File: src/rtl/blksync_fifo.sv
// Small synchronous FIFO, no fall-through. Pointers carry one extra wrap bit
// so full and empty are told apart without a separate counter.
module blksync_fifo #(
  parameter int WIDTH = 1,
  parameter int DEPTH = 4
) (
  input  logic             clk,
  input  logic             rst_n,
  input  logic             flush,
  input  logic             push,
  input  logic             pop,
  input  logic [WIDTH-1:0] din,
  output logic [WIDTH-1:0] dout,
  output logic             full,
  output logic             empty
);
  localparam int AW = $clog2(DEPTH);

  logic [AW:0]      wptr, rptr;
  logic [WIDTH-1:0] mem [DEPTH];
  logic             push_ok, pop_ok;

  assign push_ok = push && !full;
  assign pop_ok  = pop && !empty;

  assign empty = (wptr == rptr);
  assign full  = (wptr[AW] != rptr[AW]) && (wptr[AW-1:0] == rptr[AW-1:0]);
  assign dout  = mem[rptr[AW-1:0]];

  // Pointer update; flush discards everything including a same-cycle push/pop.
  always_ff @(posedge clk or negedge rst_n) begin
    if (!rst_n) begin
      wptr <= '0;
      rptr <= '0;
    end else if (flush) begin
      wptr <= '0;
      rptr <= '0;
    end else begin
      if (push_ok) wptr <= wptr + (AW+1)'(1);
      if (pop_ok)  rptr <= rptr + (AW+1)'(1);
    end
  end

  // Storage write; contents need no reset because empty gates every read.
  always_ff @(posedge clk) begin
    if (push_ok && !flush) mem[wptr[AW-1:0]] <= din;
  end

endmodule

File: config.mk
export PLATFORM = sky130hd
export DESIGN_NAME = blksync_fifo
export DESIGN_NICKNAME = d
export VERILOG_FILES = /design/src/rtl/blksync_fifo.sv
export SDC_FILE = /design/constraint.sdc
export NUM_CORES = 1
export LEC_CHECK = 0
export BUFFER_PORTS_ARGS = -buffer_cell sky130_fd_sc_hd__buf_2
export CAP_MARGIN = 20
export CORE_ASPECT_RATIO = 0.75
export CORE_MARGIN = 10
export CORE_UTILIZATION = 40
export CTS_CLUSTER_DIAMETER = 100
export CTS_CLUSTER_SIZE = 10
export DETAILED_ROUTE_END_ITERATION = 12
export PLACE_DENSITY_LB_ADDON = 0.25
export REMOVE_ABC_BUFFERS = 1
export SLEW_MARGIN = 15
export SYNTH_ARGS = -nofsm -noshare
export SYNTH_HDL_FRONTEND = slang
export SYNTH_SLANG_ARGS = --single-unit
File: constraint.sdc
create_clock -name clk -period 3.2 [get_ports clk]
set_input_delay 0.8 -clock clk [delete_from_list [all_inputs] [get_ports clk]]
set_output_delay 0.8 -clock clk [all_outputs]
set_load 0.02 [all_outputs]
==> results of run 1 <==
[layout make-up]
cell class | instances | share of cell area [%]
Sequential cell | 10 | 33.3
Multi-Input combinational cell | 54 | 52.9
Inverter | 5 | 2.31
Timing Repair Buffer | 8 | 4.93
Tap cell | 22 | 3.39
Clock buffer | 4 | 3.24
[metrics by stage]
| stage | setup slack [ns] | instances | util (%) | total power, mW | instance area, um^2 |
|---|---|---|---|---|---|
| 2_1_floorplan | 1.17 | 69 | - | 0.352 | 718 |
| 3_3_place_gp | 1.01 | 99 | 45.1 | 0.420 | 786 |
| 3_5_place_dp | 0.946 | 99 | 45.1 | 0.420 | 786 |
| 4_1_cts | 0.645 | 103 | 46.7 | 0.513 | 812 |
| 5_1_grt | 0.457 | 103 | 46.7 | 0.552 | 812 |
| 6_report | 0.631 | 103 | 46.7 | 0.514 | 812 |
[cells in the mapped netlist (all sizes together)]
| master | number | area (um^2) |
|---|---|---|
| dfrtp | 6 | 150 |
| nand2b | 1 | 6.26 |
| nor2 | 2 | 7.51 |
| nand4 | 4 | 25.0 |
| xnor2 | 3 | 26.3 |
| a22oi | 2 | 15.0 |
| o21ai | 2 | 10.0 |
| nor4 | 1 | 6.26 |
| a211oi | 1 | 7.51 |
| xor2 | 3 | 33.8 |
| o211ai | 2 | 15.0 |
| nor2b | 3 | 18.8 |
| mux4 | 1 | 26.3 |
| nand4bb | 1 | 11.3 |
| inv | 5 | 18.8 |
| buf | 2 | 10.0 |
| a311oi | 1 | 8.76 |
| a21o | 1 | 7.51 |
| and4b | 4 | 40.0 |
| a31oi | 2 | 12.5 |
| and3 | 1 | 6.26 |
| ha | 5 | 62.6 |
| nand3 | 5 | 25.0 |
| clkbuf | 2 | 7.51 |
| a21oi | 2 | 10.0 |
| edfxtp | 4 | 120 |
| nor3 | 1 | 5.00 |
| or4 | 1 | 7.51 |
| nor3b | 2 | 15.0 |
| nand2 | 1 | 3.75 |
| and2 | 1 | 6.26 |
| o211a | 1 | 10.0 |
[logic make-up after synthesis]
kind of cell,Yosys count
flip-flops,10
AO/OA/AOI/OAI,14
AND/OR/NAND/NOR,28
multiplexers,1
XOR/XNOR,6
adder cells (fa/ha/maj),5
buffers and inverters,9
[state kept, by name (all words and copies together), names as in the netlist]
name / count
wptr: 3
rptr: 3
mem: 4
[worst max-delay path, cell delays in order, from the launching register on]
cell     delay, ns
dfrtp_1       0.46
xnor2_1       0.53
nand3_1       0.25
inv_1         0.09
buf_2         0.16
[cells in the final DEF (no fill, tap or decap), drive strengths merged, types with 2 or more instances in the layout]
master and count:
buf 8, dfrtp 6, nand3 5, inv 5
ha 5, and4b 4, nand4 4, edfxtp 4
clkbuf 4, xnor2 3, nor2b 3, xor2 3
a21oi 2, nor2 2, o211ai 2, a31oi 2
nor3b 2, o21ai 2, a22oi 2
[per-layer routing]
metal	GRT usage, %	share of wire, %	vias up
li1	-	-	293
met1	9.95	46	260
met2	11.5	43	29
met3	1.21	8.7	4
met4	5.16	2.3	0
met5	0	0	-
[worst paths after layout]
kind / from / endpoint / cells after the start
worst min register to register: rptr[2] / rptr[2] / 2
max in group asynchronous: rst_n / wptr[1] / 1
worst max register to register: wptr[0] / mem[3] / 3
min in group clk: rptr[2] / rptr[2] / 2
worst max-delay path: wptr[0] / full / 4
worst min-delay path: rst_n / rptr[0] / 1
[report_power, final]
group / switching [mW] / total, mW / internal, mW
logic: 0.137 / 0.226 / 0.0896
clock network: 0.0468 / 0.0950 / 0.0482
registers: 0.0399 / 0.193 / 0.153
==> impl_metrics.json, run 1 <==
{
  "status": "finished, final reports clean",
  "peakVddDrop_v": 0.000245,
  "cts_resized": 0,
  "synth_adder_area_share_pct": 8.50,
  "startpoint_type": "flip-flop",
  "worst_pin_slew_ns": 0.589,
  "leakage_nw": 0.361,
  "post-cts-setup-buffer-count": 0,
  "syn2layout_area_growth_pct": 10.4,
  "hold_viol_final": 0,
  "fin_tns_setup_ns": 0,
  "synth-simple-area-share_pct": 25.0,
  "io_pins": 9,
  "worst-setup-path-type": "reg2out",
  "pwr_density_cell_mw_per_mm2": 633,
  "die_w_um": 69.5,
  "die_h_um": 57.1,
  "antenna_found_initial": 0,
  "max_freq_mhz": 389,
  "layout-drive-gt1-share_pct": 14.8,
  "cts_tree": "yes",
  "ys_seq_area_share_pct": 36.7,
  "drc_errors": 0,
  "nets": 93,
  "h-tree-depth": 1,
  "netlist_instances": 73,
  "synth_compound_area_share_pct": 13.1,
  "synthMuxAreaShare_pct": 3.57,
  "syn_avg_cell_area_um2": 10.1,
  "post_drt_wl_per_cell_um": 15.2,
  "initial_core_util_pct": 42.3,
  "rsz0062_at_grt": "false",
  "clockRootBuffer": "clkbuf_4",
  "period_needed_ns": 2.57,
  "end_kind": "output pin",
  "ff2ff_setup_slack_ns": 1.43,
  "dr.pass1.iters": 4,
  "cts_made_buffers": 3,
  "slew_headroom_pct": 60.4,
  "crit_fanout": 8,
  "grt_max_degree": 14,
  "n_antenna_cell": 0,
  "clkTransAtPathRegs_ns": 0.07,
  "synth_top_family_by_area": "simple AND/OR/NAND/NOR gates",
  "slew_viol_final": 0,
  "clock-sinks": 10,
  "grt_pass1_vias": 561,
  "grt_usage_pct": 7.67,
  "rows": 13,
  "setup_violations": 0,
  "critPathArrivalTime_ns": 1.77,
  "grt.overflow.total": 0,
  "fin_crit_sh_pct": 80.3,
  "syn_area_um2": 736,
  "synth-xor-area-share_pct": 8.16,
  "place_congestion": 0.777,
  "grt_pass1_wl_mm": 2.53,
  "dp_hpwl_mm": 1.16,
  "wirelength_mm": 1.56,
  "core_mm2": 0.00174,
  "multi_input_area_um2": 429,
  "clk_path_buf_depth": 2,
  "vias": 586,
  "cts_hold_repair.buffers": 0,
  "cp.required_ns": 2.40,
  "hold_path.class": "in2async",
  "ys_ff_latch": 10,
  "fill_cells": 160,
  "maxCapViolations": 0,
  "clk_latency_ns": 0.27,
  "viasPerCell": 5.69,
  "ys_types": 33,
  "drtIter0Drc": 31,
  "port_buffers": 8,
  "skew_ns": 0.00106,
  "yosysWarnings": 0,
  "seq_area_um2": 270,
  "die_area_mm2": 0.00397,
  "drtAntennaViolNets": 0,
  "holdWs_ns": 0.346
}
Power figures use the tool's default switching activity.
==> run 2, diff against run 1 <==
Settings changed: ABC_AREA from default to 1, CORE_ASPECT_RATIO 0.75 to default.
Clock period 3.2 ns to 2.5 ns, I/O delays scaled along.
==> impl_metrics.json, run 2 <==
{
  "setup_violations": 0,
  "utilization_pct": 47.9,
  "leakage_nw": 0.379,
  "die_h_um": 60.3,
  "final_cell_mix": "14 x nand2_1, 13 x inv_1, 8 x buf_2",
  "clkTransAtPathRegs_ns": 0.07,
  "maxCapViolations": 0,
  "wirelength_mm": 1.16,
  "yosysWarnings": 0,
  "clk_latency_ns": 0.26,
  "ys_async_sr_fraction_pct": 60.0,
  "ys_types": 17,
  "drtAntennaViolNets": 0,
  "status": "finished, final reports clean",
  "post_drt_wl_per_cell_um": 11.6,
  "netlist_instances": 73,
  "fill_cells": 159,
  "max_freq_mhz": 503,
  "port_buffers": 8,
  "end_kind": "output pin",
  "cts_tree": "yes",
  "period_needed_ns": 1.99,
  "slew_viol_final": 0,
  "viasPerCell": 5.01,
  "slew_headroom_pct": 71.5,
  "comb_power_share_pct": 25.5,
  "rsz0062_at_grt": "false",
  "fin_crit_sh_pct": 79.5,
  "cp.required_ns": 1.88,
  "grt.overflow.total": 0,
  "antenna_found_initial": 0,
  "cts_hold_repair.buffers": 0,
  "nets": 96,
  "io_pins": 9,
  "peakVddDrop_v": 0.000242,
  "pwr_density_cell_mw_per_mm2": 558,
  "hold_viol_final": 0,
  "seq_area_um2": 270,
  "yosys.area.top_type": "dfrtp_1",
  "swShare_pct": 32.5,
  "cts_made_buffers": 3,
  "power.switching_uw": 133,
  "ys_ff_latch": 10,
  "grt_pass1_vias": 494,
  "dr.pass1.iters": 4,
  "clk_path_buf_depth": 2,
  "drc_errors": 0,
  "syn_avg_cell_area_um2": 8.88,
  "vias": 501,
  "ys_seq_area_share_pct": 41.7,
  "p_int_uw": 275,
  "dp_hpwl_um": 925,
  "drtIter0Drc": 7,
  "mostFrequentLayoutCell": "nand2_1",
  "worst-setup-path-type": "reg2out",
  "worst_pin_slew_ns": 0.427,
  "grt_pass1_wl_mm": 1.99,
  "syn2layout_area_growth_pct": 12.5,
  "synth_edf_count": 4,
  "rows": 14,
  "post-cts-setup-buffer-count": 0,
  "grt_max_degree": 14,
  "hold_path.class": "in2async",
  "grt_usage_pct": 7.21,
  "largest_reg_flops": 4,
  "crit_fanout": 5,
  "power_uw": 407,
  "synth_top_area_share_pct": 23.2,
  "synth_common_cells": "14 x nand2_1, 13 x inv_1",
  "fin_tns_setup_ns": 0,
  "die_area_mm2": 0.00363,
  "p_seq_share_pct": 47.4,
  "synthFlopType": "dfrtp_1",
  "place_congestion": 0.765,
  "die_w_um": 60.3,
  "n_antenna_cell": 0,
  "critPathArrivalTime_ns": 1.36,
  "layout-drive-gt1-share_pct": 21.4,
  "clock-sinks": 10,
  "h-tree-depth": 1,
  "core_mm2": 0.00152,
  "clockRootBuffer": "clkbuf_4",
  "netlist_top_cells_area": "dfrtp_1 23%, edfxtp_1 19%, ha_1 9.7%",
  "multi_input_area_um2": 324,
  "skew_ns": 0.00589,
  "startpoint_type": "flip-flop",
  "syn_area_um2": 648,
  "clockPowerShare_pct": 27.1,
  "initial_core_util_pct": 42.5,
  "cts_resized": 0,
  "synth_most_common_cell": "nand2_1"
}
==> run 2: cells by family (layout without fill, tap and decap cells) <==
group | Yosys count | after routing | share of synthesized area, %
adder cells (fa/ha/maj) | 5 | 5 | 9.65
flip-flops | 10 | 10 | 41.7
AO/OA/AOI/OAI | 3 | 3 | 2.51
XOR/XNOR | 3 | 3 | 5.21
AND/OR/NAND/NOR | 38 | 38 | 32.6
buffers and inverters | 14 | 25 | 8.30
==> run 2: final timing paths <==
check	startpoint	to	slack (ns)	cells after the start
worst max-delay path	wptr[0]	empty	0.51	4
worst min-delay path	rst_n	rptr[1]	0.18	1
worst max register to register	rptr[1]	mem[0]	1.18	6
worst min register to register	wptr[1]	wptr[1]	0.59	2
max in group asynchronous	rst_n	wptr[0]	2.16	1
min in group clk	din	mem[1]	0.58	1
==> run 2: cell type report <==
cell class                 instances  share of cell area, %
clock inverter                     1                  0.515
sequential                        10                   37.0
inverter                          13                   6.69
clock buffer                       3                   3.09
multi-input combinational         49                   44.4
tap                               16                   2.74
timing repair buffer               8                   5.49
==> run 2: power by group through the flow <==
| stage | Clock [mW] | Combinational (mW) | Sequential, mW |
|---|---|---|---|
| 6_report | 0.110 | 0.104 | 0.193 |
| 5_1_grt | 0.126 | 0.116 | 0.195 |
| 4_1_cts | 0.116 | 0.106 | 0.193 |
| 3_5_place_dp | 0 | 0.105 | 0.197 |
| 3_3_place_gp | 0 | 0.104 | 0.196 |
| 2_1_floorplan | 0 | 0.0766 | 0.194 |
==> run 2: critical path, cell delays in order, from the launching register on <==
cell,delay [ns]
dfrtp_1,0.46
xnor2_2,0.26
nand3_2,0.16
inv_1,0.08
buf_2,0.16
==> run 2: routing by layer <==
layer	GRT usage (%)	wire length (um)
met2	10.3	513
met3	1.69	56
met5	0	0
met4	6.73	27
met1	8.55	559
==> run 2: stage by stage <==
step	instance area [um^2]	worst slack, ns	std cells	hold WS [ns]
after floorplan	643	0.897	72	0.329
after global placement	703	0.784	96	0.465
after detailed placement	703	0.775	96	0.468
after CTS	729	0.484	100	0.180
after global routing	729	0.426	100	0.173
final	729	0.512	100	0.183
